File: config.mk
export PLATFORM = sky130hd
export DESIGN_NAME = adiabatic_pclk_gen
export DESIGN_NICKNAME = d
export VERILOG_FILES = /design/src/rtl/adiabatic_pclk_gen.sv
export SDC_FILE = /design/constraint.sdc
export NUM_CORES = 1
export LEC_CHECK = 0
export BUFFER_PORTS_ARGS = -buffer_cell sky130_fd_sc_hd__buf_2
export CAP_MARGIN = 40
export CORE_ASPECT_RATIO = 1.5
export CORE_MARGIN = 3
export CORE_UTILIZATION = 60
export CTS_BUF_LIST = sky130_fd_sc_hd__clkbuf_2
export DETAILED_ROUTE_END_ITERATION = 16
export PLACE_DENSITY = 0.95
export REMOVE_ABC_BUFFERS = 1
export SYNTH_ARGS = -nofsm -noshare
export SYNTH_HDL_FRONTEND = slang
export SYNTH_SLANG_ARGS = --single-unit
File: constraint.sdc
create_clock -name clk -period 6.3 [get_ports clk]
set_input_delay 0.315 -clock clk [delete_from_list [all_inputs] [get_ports clk]]
set_output_delay 0.315 -clock clk [all_outputs]
set_load 0.1 [all_outputs]
File: src/rtl/adiabatic_pclk_gen.sv
// Four-phase adiabatic power-clock sequencer: two staggered stepped-level pairs,
// stage 2 lagging stage 1 by one phase, with period pulse and completed-period count.
//
// state   | meaning
// --------+-----------------------------------------------------------
// STOPPED | outputs parked at rest levels, waiting for en
// RUN     | stepping p/k through RAMP_UP, HOLD, RAMP_DN, IDLE periods
module adiabatic_pclk_gen #(
    parameter int LEVEL_W = 3,
    parameter int CNT_W   = 16
) (
    input  logic               clk,
    input  logic               rst_n,
    input  logic               en,
    output logic [LEVEL_W-1:0] clkpos,
    output logic [LEVEL_W-1:0] clkneg,
    output logic [LEVEL_W-1:0] clkpos2,
    output logic [LEVEL_W-1:0] clkneg2,
    output logic [1:0]         phase,
    output logic [1:0]         phase2,
    output logic               running,
    output logic               period_done,
    output logic [CNT_W-1:0]   period_cnt
);

    typedef enum logic {
        ST_STOPPED = 1'b0,
        ST_RUN     = 1'b1
    } state_t;

    localparam logic [1:0] PH_IDLE = 2'd0;
    localparam logic [1:0] PH_UP   = 2'd1;
    localparam logic [1:0] PH_HOLD = 2'd2;
    localparam logic [1:0] PH_DN   = 2'd3;

    localparam logic [LEVEL_W-1:0] LVL_M   = '1;
    localparam logic [LEVEL_W-1:0] LVL_ONE = LEVEL_W'(1);
    localparam logic [LEVEL_W-1:0] K_LAST  = LVL_M - LVL_ONE;
    localparam logic [CNT_W-1:0]   CNT_ONE = CNT_W'(1);

    state_t             state, state_nxt;
    logic [1:0]         p, p_nxt;
    logic [LEVEL_W-1:0] k, k_nxt;
    logic [CNT_W-1:0]   cnt_nxt;

    logic               running_d;
    logic               period_done_d;
    logic [1:0]         phase_d;
    logic [1:0]         phase2_d;
    logic [LEVEL_W-1:0] clkpos_d;
    logic [LEVEL_W-1:0] clkpos2_d;

    // Stepped level for a stage given its own phase and the shared step counter.
    function automatic logic [LEVEL_W-1:0] level_of(input logic [1:0] ph,
                                                    input logic [LEVEL_W-1:0] kk);
        logic [LEVEL_W-1:0] lvl;
        case (ph)
            PH_UP:   lvl = kk + LVL_ONE;
            PH_HOLD: lvl = LVL_M;
            PH_DN:   lvl = K_LAST - kk;
            default: lvl = '0;
        endcase
        return lvl;
    endfunction

    always_ff @(posedge clk or negedge rst_n) begin
        if (!rst_n) begin
            state       <= ST_STOPPED;
            p           <= PH_IDLE;
            k           <= '0;
            period_cnt  <= '0;
            running     <= 1'b0;
            period_done <= 1'b0;
            phase       <= PH_IDLE;
            phase2      <= PH_IDLE;
            clkpos      <= '0;
            clkneg      <= LVL_M;
            clkpos2     <= '0;
            clkneg2     <= LVL_M;
        end else begin
            state       <= state_nxt;
            p           <= p_nxt;
            k           <= k_nxt;
            period_cnt  <= cnt_nxt;
            running     <= running_d;
            period_done <= period_done_d;
            phase       <= phase_d;
            phase2      <= phase2_d;
            clkpos      <= clkpos_d;
            clkneg      <= LVL_M - clkpos_d;
            clkpos2     <= clkpos2_d;
            clkneg2     <= LVL_M - clkpos2_d;
        end
    end

    // en only matters when stopped or at the last step of IDLE, so a period always drains.
    always_comb begin
        state_nxt = state;
        p_nxt     = p;
        k_nxt     = k;
        cnt_nxt   = period_cnt;
        unique case (state)
            ST_STOPPED: begin
                p_nxt = PH_IDLE;
                k_nxt = '0;
                if (en) begin
                    state_nxt = ST_RUN;
                    p_nxt     = PH_UP;
                end
            end
            ST_RUN: begin
                if (k == K_LAST) begin
                    k_nxt = '0;
                    if (p == PH_IDLE) begin
                        cnt_nxt = period_cnt + CNT_ONE;
                        if (en) begin
                            p_nxt = PH_UP;
                        end else begin
                            state_nxt = ST_STOPPED;
                            p_nxt     = PH_IDLE;
                        end
                    end else begin
                        p_nxt = p + 2'd1;
                    end
                end else begin
                    k_nxt = k + LVL_ONE;
                end
            end
        endcase
    end

    // Outputs are derived from the next state so that they land in registers.
    always_comb begin
        running_d     = (state_nxt == ST_RUN);
        phase_d       = running_d ? p_nxt : PH_IDLE;
        phase2_d      = running_d ? (p_nxt - 2'd1) : PH_IDLE;
        clkpos_d      = running_d ? level_of(phase_d, k_nxt) : '0;
        clkpos2_d     = running_d ? level_of(phase2_d, k_nxt) : '0;
        period_done_d = running_d && (p_nxt == PH_IDLE) && (k_nxt == K_LAST);
    end

endmodule

## Word level (Yosys, flattened, before mapping)

Index checks and enable logic that the tools add are counted.

| word-level totals | value |
|---|---|
| flip-flop bits (word level) | 39 |
| input bits | 3 |
| output and inout port bits | 34 |
| word-level logic and storage cells | 49 |

| operators by class | value |
|---|---|
| $add $sub $neg | 8 |
| eq/ne operators | 8 |
| muxes and demuxes | 16 |
| bitwise logic cells | 1 |
| reduce and logical (&&, ||, !) cells | 5 |

Operators with widths:

| operator | number |
|---|---|
| case mux 3 bit (3 select lines) | 2 |
| adder 16 x 1 -> 16 bit, second input constant | 1 |
| two-way mux 3 bit | 3 |
| subtractor 3 bit, first input constant | 3 |
| equality test 2 bit, second input constant | 4 |
| two-way mux 2 bit | 4 |
| adder 3 x 1 -> 3 bit, second input constant | 2 |
| equality test 3 bit, second input constant | 2 |
| case mux 3 bit (2 select lines) | 1 |
| equality test 2 x 1 -> 1 bit, second input constant | 2 |
| zero test 2 bit | 2 |
| two-way mux 1 bit | 4 |
| case mux 2 bit (2 select lines) | 1 |
| AND reduction 3 bit | 1 |
| adder 2 x 1 -> 2 bit, second input constant | 1 |
| logical AND 1 bit | 2 |
| case mux 1 bit (2 select lines) | 1 |
| subtractor 2 x 1 -> 2 bit, second input constant | 1 |
| NOT 1 bit | 1 |

## Logic depth before layout (Yosys ltp)

Gate-level depths: netlist (run 1).

| logic depth | value |
|---|---|
| depth after elaboration | 10 |
| depth in mapped cells | 10 |
| depth with buffers taken out | 9 |

## Worst setup path before layout (run 1)

Ideal clock, no wire load.

| path | value |
|---|---|
| path type | register to register |
| start | reg state |
| end | reg clkneg2[0] |
| library setup time | 86 ps |
| arrival | 2584 ps |
| required time | 6214 ps |
| path slack | 3630 ps |
| cell stages (with the launch flop) | 10 |
| buffers on the path | 2 |
| period minus slack after synthesis | 2670 ps |
| cells stage by stage | dfrtp_1 > clkbuf_1 > nor2_1 > a311o_1 > or2_1 > buf_6 > ha_1 > nand2b_1 > inv_1 > mux2i_1 |

| on the way | value |
|---|---|
| cells in the longest elaborated chain, start to end | 8 |
| elaborated cells between the ends (all ways) | 14 |
| classes of those cells | 4 x add/sub; 3 x eq/ne; 6 x mux; 1 x bitwise |

RTL lines:

| item | line | source |
|---|---|---|
| from (decl) | 41 | `state_t state, state_nxt;` |
| from (signal assigned) | 81 | `state <= state_nxt;` |
| NOT 1 bit | -- |  |
| case mux 2 bit (2 select lines) | 102 | `unique case (state)` |
| subtractor 2 x 1 -> 2 bit | 136 | `phase2_d = running_d ? (p_nxt - 2'd1) : PH_IDLE;` |
| two-way mux 2 bit * | 136 |  |
| named net phase2_d[1] | 49 | `logic [1:0] phase2_d;` |
| equality test 2 bit / equality test 2 x 1 -> 1 bit (equally long branches) | 57 | `case (ph)` |
| case mux 3 bit (3 select lines) * | 57 |  |
| two-way mux 3 bit * | 138 | `clkpos2_d = running_d ? level_of(phase2_d, k_nxt) : '0;` |
| subtractor 3 bit * | 92 | `clkneg2 <= LVL_M - clkpos2_d;` |
| to (signal assigned) | 92 |  |
| to (decl) | 18 | `output logic [LEVEL_W-1:0] clkneg2,` |

The timed path passes the listed nets; every way through them passes the cells marked *.
A chain may end at the register's enable or synchronous reset.

## Worst setup path after layout (run 1)

| path | value |
|---|---|
| start | reg p[0] |
| end | reg clkneg2[2] |

| on the way | value |
|---|---|
| cells in the longest elaborated chain, start to end | 10 |
| elaborated cells between the ends (all ways) | 16 |
| classes of those cells | 3 x add/sub; 3 x eq/ne; 9 x mux; 1 x reduce/logical |

RTL lines:

| item | line | source |
|---|---|---|
| from (decl) | 42 | `logic [1:0] p, p_nxt;` |
| from (signal assigned) | 82 | `p <= p_nxt;` |
| adder 2 x 1 -> 2 bit / zero test 2 bit (equally long branches) | 123, 114 |  |
| two-way mux 2 bit | 114 | `if (p == PH_IDLE) begin` |
| two-way mux 2 bit | 112 | `if (k == K_LAST) begin` |
| case mux 2 bit (2 select lines) | 102 |  |
| subtractor 2 x 1 -> 2 bit | 136 |  |
| two-way mux 2 bit * | 136 |  |
| named net phase2_d[1] | 49 |  |
| equality test 2 bit / equality test 2 x 1 -> 1 bit (equally long branches) | 57 |  |
| case mux 3 bit (3 select lines) * | 57 |  |
| two-way mux 3 bit * | 138 |  |
| subtractor 3 bit * | 92 |  |

Marks and branches as above.

==> qor.txt, run 1 <==
Max Clk Rate: 426 MHz
Worst Hold Class: input port to asynchronous set/reset pin
Clock Path Buffers: 2
Clk slew on worst S/H paths: 180 ps
Area of the multi-input gates: 683 um^2
Mapped Area: 1720 um^2
Die Y: 71.5 um
Worst-margin pin slew: 826 ps
Final period util: 37.3%
Detailed-route DRC error count: 0
Slew HR: 44.9%
Antenna-violating nets left: 0
Largest area contributor in the netlist: dfrtp_1
Worst-path maximum fanout: 6
Htree depth: 2
Post-Syn Instances: 142
Vias in the first global route: 1,214
Initial antenna violation count: 0
Total core area: 2710 um^2
Reg2Reg Setup Slack: 3950 ps
Reg area: 983 um^2
Post-DP HPWL: 2360 um
Post-CTS setup buffer count: 0
WP data required: 6610 ps
Vias/cell: 5.40
Layout cells sized above 1: 31.7%
Worst Reg-to-Reg Cells: 9
Syn Area/Cell: 12.1 um^2
Share of Yosys cell area claimed by the top area cell type: 48.1%
M2 GR Usage: 34.5%
Worst endpoint data arrival time: 2660 ps
Count of state elements after synthesis: 39
Reg-to-Reg Start: p[0]
Total GRT Usage: 19.7%
CTS Buf Count: 5
Outcome: finished, final reports clean
Commonest cells in the synthesized netlist: dfrtp_1, nor2_1, mux2i_1, nand2_1, xnor2_1
Gr ovfl total: 0
Pre-Repair DR Iteration Count: 4
Final net count: 190
Die width: 49.7 um
Final GP Congestion: 0.842
Met1 Track Usage GR: 20.3%
Slew Limit Fails: 0
Post-synthesis sequential area ratio: 57.2%
Sinks on Clock Net: 39
IO Count: 37
Synth Flop Type: dfrtp_1
Area grow syn2layout: 14.4%
First-pass GRT wire length: 5220 um
Starting Density: 63.5%
CTS Hold Buffers Added: 0
Full die area: 3550 um^2
CTS tree: built
Placed Area: 1930 um^2
Number of synthesized flops with an enable pin: 0
Drt first-iter violations: 27
RSZ-0062 raised after global routing: false
Total number of vias: 1,188
Port-buffer cells: 36
Fin. Hold Viols: 0
Finished Cell Area: 1970 um^2
Synthesis Warnings: 0
FF-to-FF End: clkneg2[2]
Largest net degree at the start of global routing: 40
Minimum clock period: 2350 ps
Count leader, synth: dfrtp_1
# rows: 23
Busiest grt layer: met2
Max-cap viol count: 0
WS Path Type: flip-flop to flip-flop
Wirelength per Cell: 14.2 um
Setup TNS: 0 ps
FILL cells: 213
Final setup fails: 0
Critical path capture point type: flip-flop
Post-cts repair resize count: 0
Worst skew pair latency: 370 ps
Async SR Flop Fraction: 100%
Met3 Track Usage GR: 6.03%
Startpoint types: flip-flop
Hold_ws: 9.74 ps
Post-layout util: 72.7%
Yosys cell types: 34
Synth top area cells: dfrtp_1, dfstp_2, mux2i_1, xnor2_1, ha_1
Worst clock skew: 12.8 ps
CTS root buf: clkbuf_2
Post-Route WL: 3130 um
# diodes: 0
layout make-up:
cell class | instances | share of cell area (%)
Sequential cell | 39 | 50.0
Multi-Input combinational cell | 92 | 34.8
Timing Repair Buffer | 36 | 9.17
Tap cell | 37 | 2.36
Clock buffer | 7 | 1.78
Inverter | 8 | 1.65
Clock inverter | 1 | 0.255
per-stage QoR:
step                      worst slack (ps)  cells
after floorplan                       3750    139
after global placement                4140    212
after detailed placement              3970    212
after CTS                             3950    220
after global routing                  3780    220
final                                 3950    220
how the worst max path moves through the flow:
stage          cells past startpoint  slack, ps          to   from
2_1_floorplan                      7       3750  clkneg2[2]  state
3_3_place_gp                       9       4140  clkneg2[1]   p[0]
3_5_place_dp                       9       3970  clkneg2[2]   p[0]
4_1_cts                            9       3950  clkneg2[2]   p[0]
5_1_grt                            9       3780  clkneg2[1]   p[0]
6_report                           9       3950  clkneg2[2]   p[0]
cells by family after synthesis:
kind of cell,synth area share (%)
xor+xnor,8.16
mux,7.21
flops,57.2
simple gates,18.3
buf+inv,2.99
compound gates,2.48
fa+ha+maj,3.64
critical path, stage by stage (launching register included):
cell and delay, ps:
dfrtp_1 390, inv_1 70, ha_1 230, nor3b_1 150, a311o_1 260, or2_1 360, ha_1 410, nand2b_1 180
inv_1 90, mux2i_1 150
layer usage:
layer  vias to the layer above  routed length, um  part of all wire (%)
met2                        41               1660                    53
met3                         8                189                   6.0
met5                         -                  0                     0
met1                       581               1180                    38
met4                         0                 94                   3.0
li1                        558                  -                     -
sequential cells by signal, summed over array words and instances (netlist names), 2 cells and up:
name        count
clkneg2         3
p               2
k               3
clkneg          3
clkpos          3
period_cnt     16
clkpos2         3
phase           2
phase2          2
layout by cell type, fill, tap and decap left out, types with 2 or more instances in the layout:
master,netlist,final
dfstp_2,6,6
nor2_1,11,11
nand2b_1,3,3
buf_2,0,36
mux2i_1,9,9
nand4_1,4,4
mux2_2,3,3
nand3_1,4,4
nand3b_1,2,2
ha_1,5,5
dfrtp_1,33,33
nand4b_1,2,2
nor3b_1,2,2
and3_1,7,7
nor2_4,2,2
a21oi_1,2,2
xnor2_1,9,9
xor2_1,7,7
clkbuf_2,0,7
inv_1,7,7
nand2_1,9,9
Power of run 1 is left out: the tool's default activity adds up to more than one toggle a clock period on the data nets, which glitch-free logic cannot reach.
==> inputs of run 2 (changes only) <==
CORE_UTILIZATION = 56   (was 60)
PLACE_DENSITY = 0.92   (was 0.95)
clock period = 2.25 ns   (was 6.3 ns; I/O delays follow)
==> run 2 against run 1 <==
Net effect:
- register-to-register slack worse by 3800 ps
- critical endpoint unchanged
- die area up 6.4%
- worst setup slack worse by 3800 ps
- first-iteration DRC count up 19%
==> qor.txt, run 2 (synthesis gave the netlist of run 1 again) <==
Initial antenna violation count: 0
CP Depth: 9
Biggest register: period_cnt
WS Path Type: flip-flop to flip-flop
Gr ovfl total: 0
Total number of vias: 1,204
Starting Density: 59.0%
Setup TNS: 0 ps
Pre-CTS WS: 186 ps
IO Count: 37
WP data required: 2540 ps
Final period util: 92.3%
CTS tree: built
Detailed-route DRC error count: 0
Worst Hold Depth: 3
Pre-Repair DR Iteration Count: 4
RSZ-0062 raised after global routing: false
Port-buffer cells: 36
Fin. Hold Viols: 0
Largest register FFs: 16
Slew Limit Fails: 0
Slowest CP cell: dfrtp_1
Worst Hold Class: input port to flip-flop
CP Buf/Inv Count: 2
Worst clock skew: 22.5 ps
Antenna-violating nets left: 0
Outcome: finished, final reports clean
Final GP Congestion: 0.830
Clock Path Buffers: 2
Worst-path maximum fanout: 4
Sinks on Clock Net: 39
Most common cell after layout, fill and taps aside: buf_2
Startpoint types: flip-flop
Hold_ws: 60.4 ps
First-pass GRT wire length: 5010 um
Cell Chain, Critical Path: inv_1, ha_1, nor3b_1, a311o_1, or2_1, ha_1, nand2b_4, inv_1, mux2i_1
Die width: 51.2 um
Full die area: 3780 um^2
Htree depth: 2
Max Clk Rate: 482 MHz
# rows: 24
Worst-margin pin slew: 800 ps
CTS Buf Count: 5
Worst endpoint data arrival time: 2370 ps
Max-cap viol count: 0
Critical path capture point type: flip-flop
Die Y: 73.8 um
Vias/cell: 5.33
Drt first-iter violations: 32
Wirelength per Cell: 13.8 um
Most frequent cells in the layout: buf_2, dfrtp_1, nor2_1
Worst skew pair latency: 380 ps
FILL cells: 232
Area grow syn2layout: 16.9%
# diodes: 0
Worst Slack Setup Final: 174 ps
Total core area: 2910 um^2
Largest net degree at the start of global routing: 40
Vias in the first global route: 1,160
Layout cells sized above 1: 33.2%
Total GRT Usage: 17.9%
Slew HR: 46.7%
Final setup fails: 0
Post-layout util: 68.9%
CTS root buf: clkbuf_2
Post-DP HPWL: 2350 um
Final net count: 194
Minimum clock period: 2080 ps
Clk slew on worst S/H paths: 170 ps
Slowest cell delay on critical path: 370 ps
Worst Reg-to-Reg Cells: 9
Crit-path leading delay family: adder cells
Post-Route WL: 3110 um
-- run 2: cell count changes in the layout (fill, tap and decap cells not counted), sizes merged --
cell	change
dlygate4sd3	+1
buf	+3
clkinv	-1
clkbuf	+1
-- run 2: path summary, 6_finish.rpt --
path / start / end / slack [ps]
max: p[0] / clkneg2[2] / 170
min: en / phase2[0] / 60
max reg2reg: p[0] / clkneg2[2] / 170
min reg2reg: period_cnt[15] / period_cnt[15] / 490
max in group asynchronous: rst_n / phase2[1] / 1400
min in group asynchronous: rst_n / period_cnt[4] / 320
-- run 2: timing repair --
action,4_1_cts,5_1_grt
endpoints found under the hold margin,33,0
hold buffers,1,0
endpoints found under the setup margin,0,2
gates resized for setup,0,1
buffers inserted,0,1
-- run 2: worst register-to-register path, stage by stage (launching register included) --
cell	delay, ps
dfrtp_1	370
inv_1	70
ha_1	230
nor3b_1	150
a311o_1	250
or2_1	230
ha_1	330
nand2b_4	140
inv_1	70
mux2i_1	160
-- run 2: through the flow --
step                      instances  cell area, um^2
after global routing            226             2010
after detailed placement        216             1940
after global placement          216             1940
after CTS                       225             1990
final                           226             2010
after floorplan                 139             1700
-- run 2: area by class of cell --
cell class / count / area, um^2 / area share [%]
repair buffers: 40 / 213 / 10.6
flip-flops and latches: 39 / 983 / 49.0
multi-input cells: 92 / 691 / 34.4
well taps: 39 / 48.8 / 2.43
clock buffers: 8 / 40.0 / 1.99
inverters: 8 / 32.5 / 1.62
-- run 2: layer usage --
layer	vias to the layer above	track usage (%)	share of wire [%]
met5	-	0	0
met3	9	5.27	5.2
met1	595	19.7	38
li1	564	-	-
met4	0	6.12	2.1
met2	36	32.6	54
Power of run 2 is left out for the same reason.
